$ cat src/rtl/vram_pixel_writer_if.sv
// rtl/vram_pixel_writer_if.sv - pixel request, clear control and VRAM port bundle for vram_pixel_writer
interface vram_pixel_writer_if #(
    parameter int XW = 8,
    parameter int YW = 8
);
    logic              pix_valid;
    logic              pix_ready;
    logic [XW-1:0]     pix_x;
    logic [YW-1:0]     pix_y;
    logic [3:0]        pix_color;
    logic              pix_pair;
    logic              clr_start;
    logic [3:0]        clr_color;
    logic              clr_busy;
    logic [XW+YW-2:0]  vram_addr;
    logic [7:0]        vram_din;
    logic              vram_we;
    logic [7:0]        vram_dout;

    modport slave (
        input  pix_valid, pix_x, pix_y, pix_color, pix_pair,
        input  clr_start, clr_color, vram_dout,
        output pix_ready, clr_busy, vram_addr, vram_din, vram_we
    );

    modport master (
        output pix_valid, pix_x, pix_y, pix_color, pix_pair,
        output clr_start, clr_color, vram_dout,
        input  pix_ready, clr_busy, vram_addr, vram_din, vram_we
    );
endinterface

$ cat src/rtl/vram_pixel_writer.sv
// rtl/vram_pixel_writer.sv - 4bpp read-modify-write pixel writer with optional screen clear (VRAM_CLEAR_EN)
module vram_pixel_writer #(
    parameter int XW = 8,
    parameter int YW = 8
) (
    input  logic               clk,
    input  logic               reset,
    vram_pixel_writer_if.slave bus
);
    localparam int AW = XW + YW - 1;

`ifdef VRAM_CLEAR_EN
    typedef enum logic [2:0] {IDLE, ADDR, READ, WRITE, CLR} state_t;
`else
    typedef enum logic [2:0] {IDLE, ADDR, READ, WRITE} state_t;
`endif

    state_t          state_q, state_d;
    logic [AW-1:0]   addr_q, addr_d;
    logic [7:0]      din_q, din_d;
    logic            we_q, we_d;
    logic            sel_hi_q, sel_hi_d;
    logic [3:0]      color_q, color_d;
    logic            clr_go;
    logic            accept;

`ifdef VRAM_CLEAR_EN
    // A clear request only takes effect from IDLE and pre-empts a pending pixel.
    assign clr_go        = (state_q == IDLE) && bus.clr_start;
    assign bus.pix_ready = (state_q == IDLE) && !bus.clr_start;
    assign bus.clr_busy  = (state_q == CLR);
`else
    logic unused_clr;
    assign unused_clr    = ^{bus.clr_start, bus.clr_color};
    assign clr_go        = 1'b0;
    assign bus.pix_ready = (state_q == IDLE);
    assign bus.clr_busy  = 1'b0;
`endif

    assign accept        = bus.pix_valid && bus.pix_ready;
    assign bus.vram_addr = addr_q;
    assign bus.vram_din  = din_q;
    assign bus.vram_we   = we_q;

    // Next-state and next-output logic; the write strobe defaults low each cycle.
    always_comb begin
        state_d  = state_q;
        addr_d   = addr_q;
        din_d    = din_q;
        we_d     = 1'b0;
        sel_hi_d = sel_hi_q;
        color_d  = color_q;
        case (state_q)
            IDLE: begin
                if (clr_go) begin
`ifdef VRAM_CLEAR_EN
                    state_d = CLR;
                    addr_d  = '0;
                    din_d   = {bus.clr_color, bus.clr_color};
                    we_d    = 1'b1;
`endif
                end else if (accept) begin
                    addr_d   = {bus.pix_y, bus.pix_x[XW-1:1]};
                    sel_hi_d = bus.pix_x[0];
                    color_d  = bus.pix_color;
                    if (bus.pix_pair) begin
                        // Both nibbles get the colour, so the old byte is irrelevant.
                        din_d   = {bus.pix_color, bus.pix_color};
                        we_d    = 1'b1;
                        state_d = WRITE;
                    end else begin
                        state_d = ADDR;
                    end
                end
            end
            ADDR: begin
                // Address is on the bus this cycle; read data arrives next cycle.
                state_d = READ;
            end
            READ: begin
                // Odd x lives in the high nibble, even x in the low nibble.
                if (sel_hi_q) begin
                    din_d = {color_q, bus.vram_dout[3:0]};
                end else begin
                    din_d = {bus.vram_dout[7:4], color_q};
                end
                we_d    = 1'b1;
                state_d = WRITE;
            end
            WRITE: begin
                state_d = IDLE;
            end
`ifdef VRAM_CLEAR_EN
            CLR: begin
                if (addr_q == {AW{1'b1}}) begin
                    state_d = IDLE;
                end else begin
                    addr_d = addr_q + 1'b1;
                    we_d   = 1'b1;
                end
            end
`endif
            default: begin
                state_d = IDLE;
            end
        endcase
    end

    // State and registered VRAM outputs; reset aborts any operation in flight.
    always_ff @(posedge clk) begin
        if (reset) begin
            state_q  <= IDLE;
            addr_q   <= '0;
            din_q    <= '0;
            we_q     <= 1'b0;
            sel_hi_q <= 1'b0;
            color_q  <= '0;
        end else begin
            state_q  <= state_d;
            addr_q   <= addr_d;
            din_q    <= din_d;
            we_q     <= we_d;
            sel_hi_q <= sel_hi_d;
            color_q  <= color_d;
        end
    end
endmodule

$ cat src/flat_wrapper.sv
// flat-port wrapper written by rule: the top's interface ports become plain ports
module vram_pixel_writer_flat 
#(
    parameter int XW = 8,
    parameter int YW = 8
)
  (clk, reset, bus_pix_valid, bus_pix_x, bus_pix_y, bus_pix_color, bus_pix_pair, bus_clr_start, bus_clr_color, bus_vram_dout, bus_pix_ready, bus_clr_busy, bus_vram_addr, bus_vram_din, bus_vram_we);
  vram_pixel_writer_if #(.XW(XW), .YW(YW)) bus_i ();
  input  logic clk;
  input  logic reset;
  input wire logic [$bits(bus_i.pix_valid)-1:0] bus_pix_valid;
  input wire logic [$bits(bus_i.pix_x)-1:0] bus_pix_x;
  input wire logic [$bits(bus_i.pix_y)-1:0] bus_pix_y;
  input wire logic [$bits(bus_i.pix_color)-1:0] bus_pix_color;
  input wire logic [$bits(bus_i.pix_pair)-1:0] bus_pix_pair;
  input wire logic [$bits(bus_i.clr_start)-1:0] bus_clr_start;
  input wire logic [$bits(bus_i.clr_color)-1:0] bus_clr_color;
  input wire logic [$bits(bus_i.vram_dout)-1:0] bus_vram_dout;
  output wire logic [$bits(bus_i.pix_ready)-1:0] bus_pix_ready;
  output wire logic [$bits(bus_i.clr_busy)-1:0] bus_clr_busy;
  output wire logic [$bits(bus_i.vram_addr)-1:0] bus_vram_addr;
  output wire logic [$bits(bus_i.vram_din)-1:0] bus_vram_din;
  output wire logic [$bits(bus_i.vram_we)-1:0] bus_vram_we;
  assign bus_i.pix_valid = bus_pix_valid;
  assign bus_i.pix_x = bus_pix_x;
  assign bus_i.pix_y = bus_pix_y;
  assign bus_i.pix_color = bus_pix_color;
  assign bus_i.pix_pair = bus_pix_pair;
  assign bus_i.clr_start = bus_clr_start;
  assign bus_i.clr_color = bus_clr_color;
  assign bus_i.vram_dout = bus_vram_dout;
  assign bus_pix_ready = bus_i.pix_ready;
  assign bus_clr_busy = bus_i.clr_busy;
  assign bus_vram_addr = bus_i.vram_addr;
  assign bus_vram_din = bus_i.vram_din;
  assign bus_vram_we = bus_i.vram_we;
  vram_pixel_writer #(.XW(XW), .YW(YW)) u_core (.clk(clk), .reset(reset), .bus(bus_i));
endmodule
$ cat config.mk
export PLATFORM = sky130hd
export DESIGN_NAME = vram_pixel_writer_flat
export DESIGN_NICKNAME = d
export VERILOG_FILES = /design/src/rtl/vram_pixel_writer_if.sv /design/src/rtl/vram_pixel_writer.sv /design/src/flat_wrapper.sv
export SDC_FILE = /design/constraint.sdc
export NUM_CORES = 1
export LEC_CHECK = 0
export CAP_MARGIN = 20
export CORE_MARGIN = 4
export CORE_UTILIZATION = 37
export CTS_CLUSTER_SIZE = 14
export DETAILED_ROUTE_END_ITERATION = 10
export GPL_TIMING_DRIVEN = 0
export PLACE_DENSITY = 0.75
export SETUP_SLACK_MARGIN = 0.4
export SLEW_MARGIN = 20
export SYNTH_ARGS = -nofsm -noshare
export SYNTH_HDL_FRONTEND = slang
export SYNTH_SLANG_ARGS = --single-unit
export TNS_END_PERCENT = 10
$ cat constraint.sdc
create_clock -name clk -period 1.2 [get_ports clk]
set_input_delay 0.36 -clock clk [delete_from_list [all_inputs] [get_ports clk]]
set_output_delay 0.36 -clock clk [all_outputs]
set_load 0.05 [all_outputs]
==> metrics.txt <==
Initial Util=0.3828; final WL=~3600 um; design internal power=about 2800 uW; Hold Startpoint=u_core.bus.vram_addr[9]$_SDFFE_PP0P_; sequential share of the synthesized area=0.4429; Warnings, synthesis=0; CP max stage cell=dfxtp_2; Final Power=between 4000 and 5000 uW; reg-to-reg slack, setup=-0.11 ns; Reg2Reg Depth=7; syn avg cell area=about 8.7 um^2; Combinational Power Share=0.458; Sw Share=0.3673; die area=between 4000 and 5000 um^2; clock-pin transition on the worst setup and hold timing paths=~0.06 ns; Data required, critical path=roughly 0.84 ns; critical setup path kind=flip-flop to output port; layout overhead on the synthesized area=65.89%; TritonCTS buffer count=5; Pins Over Slew Limit=0; Final HPWL DP=2555 um; # nets final=around 270; RSZ-0062 raised after global routing=yes; Die Wd=slightly below 70 um; Fin. Hold Viols=0; Post-route DRC=0; clock sinks=31; crit path time final=between 1 and 1.5 ns; Reg power frac=0.303; post-route ant nets=0; row count=22; cell area after synthesis=about 1400 um^2; number of hold buffers added after cts=0; Root Buffer=clkbuf_8; post-synth top area share=0.4429; Seq. cell area=between 600 and 700 um^2; Max IR drop VDD=0.9270 mV; Vias per Instance=~4.8; # IOs=63; Crit path max-delay family=flip-flops; Post-synth EDFFs=0; number of global-route vias before repair=roughly 1300; Design Area, Final=approximately 2300 um^2; cells after synthesis=roughly 160; Cell variety after synth=25; crit-path cells=inv_4 -> ha_4 -> buf_8; drt first-iter violations=39; height of the die=~70 um; Total GRT Usage=0.1486; Yosys top cell by area=dfxtp_1; status=finished with violations; n_diodes=0; fillers=just over 300; largest net degree at the start of global routing=11; vias post-DR=around 1300; first-pass GRT wire length=~5700 um; initial antenna violation count=0; Worst Hold Depth=2; async set or reset register ratio after synthesis=0; Final setup viols=30; Hold Path End=u_core.bus.vram_addr[9]$_SDFFE_PP0P_; Worst path max stage delay=between 0.3 and 0.4 ns; Routed WL per cell=approximately 13 um; clock buffer depth=2; FMAX=741.8 MHz; Final period util=1.123; ys flop type=dfxtp_1; CTS tree=built; net switching power=1624 uW; crit path capture type=output port; GPL Wtd Cong=approximately 0.75; RR Startpoint=u_core.state_q[0]$_SDFFE_PP0P_; cell area power density=1903 nW/um^2; Clk pwr share=0.239; Cell Area, Placed=roughly 2000 um^2; Port Buffers=56; crit path launch type=flip-flop; clock latency on the worst-skew pair=roughly 0.28 ns; GRT overflow=0; Critical R2R Capture=u_core.state_q[0]$_SDFFE_PP0P_; min setup slack post-route=-0.1480 ns; CP bufs+invs=2; number of detailed-route iterations in the first pass=4; Final Skew=~0.0032 ns; Leakage=~0.00096 uW; Tightest Hold Check Type=flip-flop to flip-flop; Net Count, Synth=approximately 200; failing checks=negative setup slack; Synth Register Bits=31; H-tree level count=2; multi-input logic area=between 700 and 800 um^2; core area=between 3000 and 4000 um^2; Synth top cells by count=nand2_1 (41), dfxtp_1 (31), a21oi_1 (30); crit-path max FO=3; count leader, synth=nand2_1; layout cell share with drive strength beyond 1=0.3640; Max Cap Violations=0; top post-synthesis cells by area=dfxtp_1 (44%), nand2_1 (11%), a21oi_1 (11%); worst path arrival time=between 0.9 and 1 ns
-- through the flow --
step,utilization,setup WS [ns],TNS (ns),std cells,hold WS (ns)
after global placement,0.5564,-0.4781,-18.37,265,0.4406
after detailed placement,0.5564,-0.4810,-18.95,265,0.4475
after floorplan,-,-0.1212,-1.851,161,0.4291
after CTS,0.6131,-0.1717,-2.146,274,0.4680
final,0.6350,-0.1480,-0.7619,276,0.4657
after global routing,0.6350,-0.1896,-2.810,276,0.4790
-- tightest hold or removal path: cells and delay by family, from the launching register on --
kind	cells	cell delay (ns)
compound gates	1	0.05
simple gates	1	0.05
flops	1	0.31
-- cells in the final DEF (no fill, tap or decap), types with 2 or more instances in the layout --
cell / instances
a21o_1: 5
a21oi_1: 25
a21oi_2: 6
buf_4: 4
buf_6: 24
buf_8: 9
clkbuf_2: 3
clkbuf_8: 6
clkdlybuf4s50_1: 30
dfxtp_1: 21
dfxtp_2: 10
ha_4: 2
inv_2: 2
mux2_4: 8
nand2_1: 40
nand3_1: 8
o211ai_1: 8
-- worst max-delay path by stage --
stage / startpoint / to / cells after the start
detailed placement: u_core.state_q[0]$_SDFFE_PP0P_ / bus_pix_ready / 3
global route: u_core.state_q[0]$_SDFFE_PP0P_ / bus_pix_ready / 3
finish: u_core.state_q[0]$_SDFFE_PP0P_ / bus_pix_ready / 3
CTS: u_core.state_q[1]$_SDFFE_PP0P_ / bus_pix_ready / 3
global placement: u_core.state_q[0]$_SDFFE_PP0P_ / bus_pix_ready / 3
floorplan: u_core.state_q[1]$_SDFFE_PP0P_ / u_core.state_q[0]$_SDFFE_PP0P_ / 7
-- state kept, by name, summed over array words and instances, names as in the netlist --
| register | count |
|---|---|
| u_core.bus.vram_addr | 15 |
| u_core.sel_hi_q | 1 |
| u_core.bus.vram_we | 1 |
| u_core.bus.vram_din | 8 |
| u_core.color_q | 4 |
| u_core.state_q | 2 |
-- logic make-up after synthesis --
kind of cell	synth area share
other	0.002676
muxes	0.08572
AOI/OAI and AO/OA	0.1937
adders and majority gates	0.02679
buffers and inverters	0.06696
DFF	0.4429
and+or+nand+nor	0.1813
-- layout make-up --
| type | count | share of cell area |
|---|---|---|
| repair buffers | 59 | 0.2766 |
| inverters | 3 | 0.005920 |
| clock inverters | 2 | 0.01507 |
| multi-input cells | 115 | 0.3186 |
| plain buffers | 12 | 0.05005 |
| flip-flops and latches | 31 | 0.2723 |
| well taps | 48 | 0.02583 |
| clock buffers | 6 | 0.03552 |
-- power by group through the flow --
stage,clock network [uW],registers (uW),logic (uW)
after floorplan,0,1790,799
after global placement,0,1310,1780
after detailed placement,0,1330,1790
after CTS,1080,1340,1930
after global routing,1150,1360,2150
final,1060,1340,2030
-- what timing repair did --
| action | 4_1_cts | 5_1_grt |
|---|---|---|
| cloned | 0 | 0 |
| gates resized for setup | 195 | 23 |
| endpoints found under the setup margin | 56 | 56 |
| pin swaps | 1 | 6 |
| setup buffers | 1 | 2 |
-- layer usage --
| metal | GRT usage | up-vias | wire length [um] |
|---|---|---|---|
| met1 | 0.1625 | 593 | 1413 |
| met4 | 0.06074 | 0 | 60 |
| met5 | 0 | - | 0 |
| met3 | 0.06812 | 8 | 328 |
| li1 | - | 676 | - |
| met2 | 0.2479 | 43 | 1794 |
Power figures use the tool's default switching activity.
